--- src/rtl/pmem_scheduler_if.sv ---
// Bundle of L1 I/D request signals and the physical-memory port seen by pmem_scheduler.
interface pmem_scheduler_if #(
   parameter int ADDR_W = 32,
   parameter int LINE_W = 256
);
   logic              i_read;
   logic [ADDR_W-1:0] i_addr;
   logic [LINE_W-1:0] i_rdata;
   logic              i_resp;
   logic              d_read;
   logic              d_write;
   logic [ADDR_W-1:0] d_addr;
   logic [LINE_W-1:0] d_wdata;
   logic [LINE_W-1:0] d_rdata;
   logic              d_resp;
   logic              pmem_read;
   logic              pmem_write;
   logic [ADDR_W-1:0] pmem_address;
   logic [LINE_W-1:0] pmem_wdata;
   logic              pmem_resp;
   logic [LINE_W-1:0] pmem_rdata;

   // Caches and memory model together form the master side.
   modport master (
      output i_read, i_addr, d_read, d_write, d_addr, d_wdata, pmem_resp, pmem_rdata,
      input  i_rdata, i_resp, d_rdata, d_resp, pmem_read, pmem_write, pmem_address, pmem_wdata
   );

   modport slave (
      input  i_read, i_addr, d_read, d_write, d_addr, d_wdata, pmem_resp, pmem_rdata,
      output i_rdata, i_resp, d_rdata, d_resp, pmem_read, pmem_write, pmem_address, pmem_wdata
   );
endinterface

--- src/rtl/pmem_scheduler.sv ---
// Schedules I/D L1 line traffic onto one pmem port with a one-entry write-back buffer,
// D-over-I priority bounded by a starvation counter, and read forwarding from the buffer.
module pmem_scheduler #(
   parameter int ADDR_W     = 32,
   parameter int LINE_W     = 256,
   parameter int STARVE_MAX = 4
) (
   input logic             clk,
   input logic             rst,
   pmem_scheduler_if.slave bus
);
   localparam int OFS   = $clog2(LINE_W / 8);
   localparam int TAG_W = ADDR_W - OFS;
   localparam int SW    = $clog2(STARVE_MAX + 1);

   typedef enum logic [2:0] {IDLE, RD_I, RD_D, DRAIN, FWD, RESP} state_e;
   typedef enum logic {SIDE_I, SIDE_D} side_e;

   state_e            state_q, state_d;
   side_e             side_q, side_d;
   logic [TAG_W-1:0]  addr_q, addr_d;
   logic              wb_valid_q, wb_valid_d;
   logic [TAG_W-1:0]  wb_line_q, wb_line_d;
   logic [LINE_W-1:0] wb_data_q, wb_data_d;
   logic [SW-1:0]     starve_q, starve_d;
   logic [LINE_W-1:0] i_rdata_q, i_rdata_d;
   logic [LINE_W-1:0] d_rdata_q, d_rdata_d;

   logic [TAG_W-1:0]  i_line, d_line;
   logic              i_hit, d_hit, starved;

   assign i_line  = bus.i_addr[ADDR_W-1:OFS];
   assign d_line  = bus.d_addr[ADDR_W-1:OFS];
   assign i_hit   = wb_valid_q && (i_line == wb_line_q);
   assign d_hit   = wb_valid_q && (d_line == wb_line_q);
   assign starved = (starve_q == SW'(STARVE_MAX));

   // NOTE: the buffer and rdata registers are reset as well, so every output reads 0 during reset.
   always_ff @(posedge clk or posedge rst) begin
      if (rst) begin
         state_q    <= IDLE;
         side_q     <= SIDE_I;
         addr_q     <= '0;
         wb_valid_q <= 1'b0;
         wb_line_q  <= '0;
         wb_data_q  <= '0;
         starve_q   <= '0;
         i_rdata_q  <= '0;
         d_rdata_q  <= '0;
      end else begin
         state_q    <= state_d;
         side_q     <= side_d;
         addr_q     <= addr_d;
         wb_valid_q <= wb_valid_d;
         wb_line_q  <= wb_line_d;
         wb_data_q  <= wb_data_d;
         starve_q   <= starve_d;
         i_rdata_q  <= i_rdata_d;
         d_rdata_q  <= d_rdata_d;
      end
   end

   // NOTE: every next-state value gets its hold default first so no path infers a latch.
   always_comb begin
      state_d    = state_q;
      side_d     = side_q;
      addr_d     = addr_q;
      wb_valid_d = wb_valid_q;
      wb_line_d  = wb_line_q;
      wb_data_d  = wb_data_q;
      starve_d   = starve_q;
      i_rdata_d  = i_rdata_q;
      d_rdata_d  = d_rdata_q;
      unique case (state_q)
         IDLE: begin
            if (bus.d_write && !wb_valid_q) begin
               wb_valid_d = 1'b1;
               wb_line_d  = d_line;
               wb_data_d  = bus.d_wdata;
               side_d     = SIDE_D;
               state_d    = RESP;
            end else if (bus.d_write) begin
               state_d = DRAIN;
            end else if (bus.d_read && d_hit) begin
               side_d  = SIDE_D;
               state_d = FWD;
            end else if (bus.i_read && i_hit) begin
               side_d   = SIDE_I;
               starve_d = '0;
               state_d  = FWD;
            end else if (bus.i_read && starved) begin
               side_d   = SIDE_I;
               addr_d   = i_line;
               starve_d = '0;
               state_d  = RD_I;
            end else if (bus.d_read) begin
               side_d  = SIDE_D;
               addr_d  = d_line;
               state_d = RD_D;
               // Below the bound here whenever i_read is set, so no saturation check needed.
               if (bus.i_read) starve_d = starve_q + 1'b1;
            end else if (bus.i_read) begin
               side_d   = SIDE_I;
               addr_d   = i_line;
               starve_d = '0;
               state_d  = RD_I;
            end else if (wb_valid_q) begin
               state_d = DRAIN;
            end
         end
         RD_I, RD_D: begin
            if (bus.pmem_resp) begin
               if (state_q == RD_I) i_rdata_d = bus.pmem_rdata;
               else                 d_rdata_d = bus.pmem_rdata;
               state_d = RESP;
            end
         end
         DRAIN: begin
            if (bus.pmem_resp) begin
               wb_valid_d = 1'b0;
               state_d    = IDLE;
            end
         end
         FWD: begin
            if (side_q == SIDE_I) i_rdata_d = wb_data_q;
            else                  d_rdata_d = wb_data_q;
            state_d = RESP;
         end
         RESP:    state_d = IDLE;
         default: state_d = IDLE;
      endcase
   end

   assign bus.pmem_read    = (state_q == RD_I) || (state_q == RD_D);
   assign bus.pmem_write   = (state_q == DRAIN);
   assign bus.pmem_address = ((state_q == RD_I) || (state_q == RD_D)) ? {addr_q, {OFS{1'b0}}} :
                             (state_q == DRAIN) ? {wb_line_q, {OFS{1'b0}}} : '0;
   assign bus.pmem_wdata   = (state_q == DRAIN) ? wb_data_q : '0;
   assign bus.i_resp       = (state_q == RESP) && (side_q == SIDE_I);
   assign bus.d_resp       = (state_q == RESP) && (side_q == SIDE_D);
   assign bus.i_rdata      = i_rdata_q;
   assign bus.d_rdata      = d_rdata_q;
endmodule

--- src/flat_wrapper.sv ---
// flat-port wrapper written by rule: the top's interface ports become plain ports
module pmem_scheduler_flat 
#(
   parameter int ADDR_W     = 32,
   parameter int LINE_W     = 256,
   parameter int STARVE_MAX = 4
)
  (clk, rst, bus_i_read, bus_i_addr, bus_d_read, bus_d_write, bus_d_addr, bus_d_wdata, bus_pmem_resp, bus_pmem_rdata, bus_i_rdata, bus_i_resp, bus_d_rdata, bus_d_resp, bus_pmem_read, bus_pmem_write, bus_pmem_address, bus_pmem_wdata);
  pmem_scheduler_if #(.ADDR_W(ADDR_W), .LINE_W(LINE_W)) bus_i ();
  input logic clk;
  input logic rst;
  input wire logic [$bits(bus_i.i_read)-1:0] bus_i_read;
  input wire logic [$bits(bus_i.i_addr)-1:0] bus_i_addr;
  input wire logic [$bits(bus_i.d_read)-1:0] bus_d_read;
  input wire logic [$bits(bus_i.d_write)-1:0] bus_d_write;
  input wire logic [$bits(bus_i.d_addr)-1:0] bus_d_addr;
  input wire logic [$bits(bus_i.d_wdata)-1:0] bus_d_wdata;
  input wire logic [$bits(bus_i.pmem_resp)-1:0] bus_pmem_resp;
  input wire logic [$bits(bus_i.pmem_rdata)-1:0] bus_pmem_rdata;
  output wire logic [$bits(bus_i.i_rdata)-1:0] bus_i_rdata;
  output wire logic [$bits(bus_i.i_resp)-1:0] bus_i_resp;
  output wire logic [$bits(bus_i.d_rdata)-1:0] bus_d_rdata;
  output wire logic [$bits(bus_i.d_resp)-1:0] bus_d_resp;
  output wire logic [$bits(bus_i.pmem_read)-1:0] bus_pmem_read;
  output wire logic [$bits(bus_i.pmem_write)-1:0] bus_pmem_write;
  output wire logic [$bits(bus_i.pmem_address)-1:0] bus_pmem_address;
  output wire logic [$bits(bus_i.pmem_wdata)-1:0] bus_pmem_wdata;
  assign bus_i.i_read = bus_i_read;
  assign bus_i.i_addr = bus_i_addr;
  assign bus_i.d_read = bus_d_read;
  assign bus_i.d_write = bus_d_write;
  assign bus_i.d_addr = bus_d_addr;
  assign bus_i.d_wdata = bus_d_wdata;
  assign bus_i.pmem_resp = bus_pmem_resp;
  assign bus_i.pmem_rdata = bus_pmem_rdata;
  assign bus_i_rdata = bus_i.i_rdata;
  assign bus_i_resp = bus_i.i_resp;
  assign bus_d_rdata = bus_i.d_rdata;
  assign bus_d_resp = bus_i.d_resp;
  assign bus_pmem_read = bus_i.pmem_read;
  assign bus_pmem_write = bus_i.pmem_write;
  assign bus_pmem_address = bus_i.pmem_address;
  assign bus_pmem_wdata = bus_i.pmem_wdata;
  pmem_scheduler #(.ADDR_W(ADDR_W), .LINE_W(LINE_W), .STARVE_MAX(STARVE_MAX)) u_core (.clk(clk), .rst(rst), .bus(bus_i));
endmodule
--- config.mk ---
export PLATFORM = sky130hd
export DESIGN_NAME = pmem_scheduler_flat
export DESIGN_NICKNAME = d
export VERILOG_FILES = /design/src/rtl/pmem_scheduler_if.sv /design/src/rtl/pmem_scheduler.sv /design/src/flat_wrapper.sv
export SDC_FILE = /design/constraint.sdc
export NUM_CORES = 2
export LEC_CHECK = 0
export CAP_MARGIN = 20
export CORE_AREA = 2 2 542 544
export DETAILED_ROUTE_END_ITERATION = 8
export DIE_AREA = 0 0 544 546
export PLACE_DENSITY = 0.3
export SLEW_MARGIN = 20
export SYNTH_ARGS = -nofsm -noshare
export SYNTH_HDL_FRONTEND = slang
export SYNTH_SLANG_ARGS = --single-unit
--- constraint.sdc ---
create_clock -name clk -period 25 [get_ports clk]
set_clock_uncertainty 0.1 [all_clocks]
set_input_delay 2.5 -clock clk [delete_from_list [all_inputs] [get_ports clk]]
set_output_delay 2.5 -clock clk [all_outputs]
set_load 0.005 [all_outputs]
# Word-level counts from Yosys, hierarchy flattened
# Index checks and enable logic that the tools add are counted.
[word_totals]
ff_bits = 830
inputBits = 582
wordCells = 97
out_inout_bits = 804
[classes]
addsub = 1
n_mux = 40
bitwise = 5
n_eq_ne = 17
reduce_logical = 25
[op_table]
columns = ["op", "count"]
rows = [
  ["two-way mux 256 bit", 7],
  ["one-hot mux 256 bit (2 select lines)", 2],
  ["two-way mux 27 bit", 3],
  ["two-way mux 32 bit", 2],
  ["equality test 27 bit", 2],
  ["two-way mux 3 bit", 15],
  ["one-hot mux 3 bit (4 select lines)", 1],
  ["equality test 3 bit, second input constant", 3],
  ["two-way mux 1 bit", 9],
  ["!= test 9 x 4 -> 1 bit, second input constant", 1],
  ["AND reduction 3 bit", 3],
  ["logical AND 1 bit", 8],
  ["!= test 2 x 1 -> 1 bit, second input constant", 4],
  ["!= test 2 bit, second input constant", 4],
  ["AND reduction 4 bit", 2],
  ["equality test 3 x 2 -> 1 bit, second input constant", 2],
  ["AND reduction 6 bit", 1],
  ["nonzero test 3 bit", 2],
  ["nonzero test 6 bit", 1],
  ["inverter 1 bit", 5],
  ["AND reduction 5 bit", 1],
  ["nonzero test 2 bit", 2],
  ["adder 3 x 1 -> 3 bit, second input constant", 1],
  ["equality test 3 x 1 -> 1 bit, second input constant", 1],
  ["other kinds (6)", 6],
]

# Depth between registers and ports, before layout
[logic_depth]
ltp_word = 9
ltp_mapped = 8
depth_no_buf = 7

# Worst setup path before layout
# OpenSTA, ideal clock, no wires.
[synth_timing]
kind = "in2reg"
startpoint = "input port bus_i_addr[20]"
endpoint = "register u_core.addr_q[0]"
cell_stages = 7
required_ns = 24.775
path_buffers = 1
path_slack_ns = 20.668
t_arrival_ns = 4.107
cell_sequence = "xor2_1 nor4_2 nand4b_1 nor4_4 nor4b_4 buf_6 mux2_4"
[synth_between]
elab_chain_cells = 5
[synth_rtl]
columns = ["element", "line", "rtl"]
rows = [
  ["from (decl)", "flat_wrapper.sv:13", "input wire logic [$bits(bus_i.i_addr)-1:0] bus_i_addr;"],
  ["equality test 27 bit", "pmem_scheduler.sv:34", "assign i_hit = wb_valid_q && (i_line == wb_line_q);"],
  ["logical AND 1 bit", "pmem_scheduler.sv:34", ""],
  ["logical AND 1 bit", "pmem_scheduler.sv:87", "end else if (bus.i_read && i_hit) begin"],
  ["inverter 1 bit (no line)", "--", ""],
  ["AND reduction 6 bit (no line)", "--", ""],
  ["to (signal assigned)", "pmem_scheduler.sv:53", "addr_q <= addr_d;"],
  ["to (decl)", "pmem_scheduler.sv:21", "logic [TAG_W-1:0] addr_q, addr_d;"],
]
# No other way between the ends.
# A chain may end at the register's enable or synchronous reset.

# Worst setup path in the final report
[layout_timing]
startpoint = "register u_core.state_q[1]"
endpoint = "output port bus_pmem_wdata[153]"
[layout_between]
elab_chain_cells = 2
[layout_rtl]
columns = ["element", "line", "rtl"]
rows = [
  ["from (decl)", "pmem_scheduler.sv:19", "state_e state_q, state_d;"],
  ["from (signal assigned)", "pmem_scheduler.sv:51", "state_q <= state_d;"],
  ["equality test 3 x 2 -> 1 bit", "pmem_scheduler.sv:138", "assign bus.pmem_wdata = (state_q == DRAIN) ? wb_data_q : '0;"],
  ["two-way mux 256 bit", "pmem_scheduler.sv:138", ""],
  ["to (decl)", "flat_wrapper.sv:27", "output wire logic [$bits(bus_i.pmem_wdata)-1:0] bus_pmem_wdata;"],
]
# No other way between the ends.

==> reports/results.ini <==
[grt]
grt_pass1_vias = 31000
global_route_wire_length_before_repair_um = 289000
gr-total-overflow = 0
grt_antenna_before_repair = 88
global_route.usage.total = 0.142
grt_start_max_net_pins = 150

[route]
final_antenna_net_count = 0
routed_wl_um = 218000
drt_iter0_drc = 1302
vias = 29600
drc = 0
routed_wire_length_per_instance_um = 25.7
dr_pass1_iterations = 5
vias_per_cell = 3.50

[hold_path]
worst_hold_check_path_type = reg2reg
min_to = u_core.addr_q[16]$_DFFE_PP0P_
hold_depth = 1
hold_path_startpoint = u_core.addr_q[16]$_DFFE_PP0P_

[setup_path]
critPathKind = reg2out
worstSetupStartpoint = u_core.state_q[1]$_DFFE_PP0P_
worstReg2RegEnd = u_core.bus.d_rdata[100]$_DFFE_PP0P_
setup.worst_path.start_class = register
ff2ff_setup_slack_ns = 19.81
critPathRequiredTime_ns = 22.40
signal_arrival_time_at_the_worst_endpoint_ns = 5.02
r2r-start = u_core.state_q[1]$_DFFE_PP0P_
largest_driver_fanout_on_the_critical_path = 56
rr_worst_depth = 8
type_of_destination_of_the_critical_path = output port

[sta]
fin_crit_ns = 7.62
min_period_over_period = 0.305
final-max-slew-violation-count = 0
worst_slew_pin_slew_ns = 1.17
totalNegativeSetupSlack_ns = 0
timing_hold_violations_final = 0
fin_hold_ws_ns = 0.407
rsz0062_at_grt = no
maxSlewHeadroom = 0.197
setup-violations-final = 0
max_freq_ghz = 0.131

[pwr]
power.net_switching_mw = 2.89
leakage_nw = 22.0
power.share.switching = 0.379
irDropWorstVdd_uv = 62.9
power.clock.fraction = 0.233
sequentialPowerShare = 0.346
power_density_nw_per_um2 = 132
internal_power_mw = 4.74
power_frac_comb = 0.421

[layout]
multi_input_comb_area_um2 = 13900
final-seq-area_um2 = 20800
num-nets-final = 5018
fillCellCount = 32100
postLayoutCoreUtil = 0.198
areaGrowthSynthToFinish_pct = 62.7
final_layout_size_suffix_gt1_frac = 0.128

[yosys]
ys_seq_area_frac = 0.584
synth-seq-cells = 830
synth-edff-count = 0
yosys.cell_types.count = 47
synth_top_flop_cell = sky130_fd_sc_hd__dfrtp_1
cell_area_after_synthesis_um2 = 35600
postSynth.asyncResetShare = 1.00
ys_warn_count = 0
synthesized_area_per_cell_um2 = 11.4
synth_cells = 3107

[cts]
cts.reportedPaths.clkPinSlew_ns = 0.06
cts.sink_count = 830
post_cts_buffers = 0
cts.path.max_buffers = 4
cts_tree = built
hold_buffer_count_at_cts = 0
cts-htree-levels = 3
post_cts_resize_count = 0
cts-buffers-inserted = 122
cts-root-buf = sky130_fd_sc_hd__clkbuf_16
clock_insertion_delay_worst_skew_ns = 0.86

[placement]
io_buffer_count = 1370
routabilityCongestion = 0.809
dp_hpwl_um = 170000

[floorplanning]
die_height_um = 546
floorplan.core_area_um2 = 292000
die_area_um2 = 297000
cell_rows = 199
die_w_um = 544
floorplan.initialDensity = 0.122
number_of_top_level_pins = 1386

[job]
timing.max_cap.violations = 0

[status]
run_status = completed

[stage by stage]
stage / setup WS (ns) / instances / cell area (um^2) / total power, mW
after global placement: 17.35 / 8229 / 53800 / 5.96
after floorplan: 11.00 / 3111 / 35600 / 3.78
final: 17.38 / 8472 / 57900 / 7.63
after detailed placement: 17.35 / 8229 / 53800 / 5.98
after global routing: 16.86 / 8450 / 57800 / 8.16
after CTS: 16.91 / 8442 / 57800 / 7.85
[cell usage in the layout (no fill, tap or decap), types with 2 or more instances in the layout]
cell type	n
sky130_fd_sc_hd__clkinv_2	9
sky130_fd_sc_hd__conb_1	5
sky130_fd_sc_hd__and2_1	256
sky130_fd_sc_hd__clkinv_4	3
sky130_fd_sc_hd__inv_1	5
sky130_fd_sc_hd__or4_1	2
sky130_fd_sc_hd__nor4_1	15
sky130_fd_sc_hd__clkbuf_16	122
sky130_fd_sc_hd__xor2_1	45
sky130_fd_sc_hd__mux2_2	317
sky130_fd_sc_hd__bufinv_16	8
sky130_fd_sc_hd__clkdlybuf4s50_1	1370
sky130_fd_sc_hd__buf_4	42
sky130_fd_sc_hd__buf_12	6
sky130_fd_sc_hd__clkbuf_1	32
sky130_fd_sc_hd__xnor2_1	11
sky130_fd_sc_hd__nor2_1	523
sky130_fd_sc_hd__nand3_1	5
sky130_fd_sc_hd__a31oi_1	2
sky130_fd_sc_hd__nand4_1	9
sky130_fd_sc_hd__nand2_1	13
sky130_fd_sc_hd__a22o_1	26
sky130_fd_sc_hd__a21oi_1	515
sky130_fd_sc_hd__mux2_4	20
sky130_fd_sc_hd__dfrtp_1	830
sky130_fd_sc_hd__mux2i_1	257
sky130_fd_sc_hd__nor3_1	3
sky130_fd_sc_hd__clkinvlp_4	3
sky130_fd_sc_hd__nand4b_1	3
sky130_fd_sc_hd__clkbuf_8	34
sky130_fd_sc_hd__diode_2	30
sky130_fd_sc_hd__ha_1	2
[worst max-delay path, cell delays in order (launching register included)]
cell and delay, ns:
sky130_fd_sc_hd__dfrtp_1 0.62, sky130_fd_sc_hd__and3_4 0.71, sky130_fd_sc_hd__buf_4 0.46, sky130_fd_sc_hd__buf_4 0.53, sky130_fd_sc_hd__buf_4 0.52, sky130_fd_sc_hd__and2_1 0.23, sky130_fd_sc_hd__clkdlybuf4s50_1 0.97
[per-layer routing]
layer / vias up / wire length, um / global-route usage
met5: - / 668 / 0.00162
li1: 13400 / - / -
met2: 1210 / 100000 / 0.229
met4: 102 / 6310 / 0.0432
met3: 326 / 25500 / 0.0735
met1: 14600 / 84800 / 0.161
[flip-flops by register name, summed over array words and instances (netlist names)]
register / cells
u_core.addr_q: 27
u_core.starve_q: 3
u_core.side_q: 1
u_core.bus.d_rdata: 256
u_core.wb_line_q: 27
u_core.state_q: 3
u_core.wb_valid_q: 1
u_core.wb_data_q: 256
u_core.bus.i_rdata: 256
[cells in the mapped netlist, types with 3 or more instances]
cell / n / share of area
sky130_fd_sc_hd__a21oi_1: 516 / 0.073
sky130_fd_sc_hd__a22o_1: 26 / 0.0064
sky130_fd_sc_hd__and2_1: 257 / 0.045
sky130_fd_sc_hd__buf_1: 4 / 0.00042
sky130_fd_sc_hd__buf_2: 52 / 0.0073
sky130_fd_sc_hd__buf_4: 5 / 0.0011
sky130_fd_sc_hd__clkbuf_1: 157 / 0.017
sky130_fd_sc_hd__dfrtp_1: 830 / 0.58
sky130_fd_sc_hd__inv_1: 6 / 0.00063
sky130_fd_sc_hd__mux2_2: 317 / 0.10
sky130_fd_sc_hd__mux2_4: 20 / 0.0084
sky130_fd_sc_hd__mux2i_1: 257 / 0.072
sky130_fd_sc_hd__nand2_1: 13 / 0.0014
sky130_fd_sc_hd__nand3_1: 5 / 0.00070
sky130_fd_sc_hd__nand4_1: 9 / 0.0016
sky130_fd_sc_hd__nand4b_1: 3 / 0.00074
sky130_fd_sc_hd__nor2_1: 525 / 0.055
sky130_fd_sc_hd__nor3_1: 4 / 0.00056
sky130_fd_sc_hd__nor4_1: 15 / 0.0026
sky130_fd_sc_hd__xnor2_1: 11 / 0.0027
sky130_fd_sc_hd__xor2_1: 45 / 0.011
[how the worst max path moves through the flow]
stage / end / slack [ns] / depth (start not counted)
final: bus_pmem_wdata[153] / 17.38 / 6
after detailed placement: u_core.wb_data_q[125]$_DFFE_PP0P_ / 17.35 / 7
after CTS: bus_pmem_wdata[153] / 16.91 / 6
after floorplan: u_core.addr_q[0]$_DFFE_PP0P_ / 11.00 / 1
after global routing: bus_pmem_wdata[153] / 16.86 / 6
after global placement: u_core.bus.i_rdata[150]$_DFFE_PP0P_ / 17.35 / 7
[power groups by stage]
| stage | logic, mW | registers, mW | clock network (mW) |
|---|---|---|---|
| after floorplan | 1.35 | 2.43 | 0 |
| after global placement | 3.29 | 2.67 | 0 |
| after detailed placement | 3.30 | 2.68 | 0 |
| after CTS | 3.31 | 2.67 | 1.87 |
| after global routing | 3.51 | 2.74 | 1.91 |
| final | 3.21 | 2.64 | 1.78 |
[cell families (layout without fill, tap and decap cells)]
group	Yosys count	in the layout	share of synthesized area
AND/OR/NAND/NOR	842	842	0.111
flip-flops	830	830	0.584
multiplexers	594	594	0.181
AO/OA/AOI/OAI	556	556	0.0822
buffers and inverters	226	1638	0.0266
XOR/XNOR	56	56	0.0138
adder cells (fa/ha/maj)	2	2	0.000703
other	1	35	0.000105
[final cells by class]
class / count / share of cell area
antenna: 30 / 0.00130
inverter: 6 / 0.000454
timing repair buffer: 1419 / 0.245
clock buffer: 188 / 0.0629
sequential: 830 / 0.359
tap: 3919 / 0.0847
multi-input combinational: 2055 / 0.240
clock inverter: 25 / 0.00666
Power figures use the tool's default switching activity.
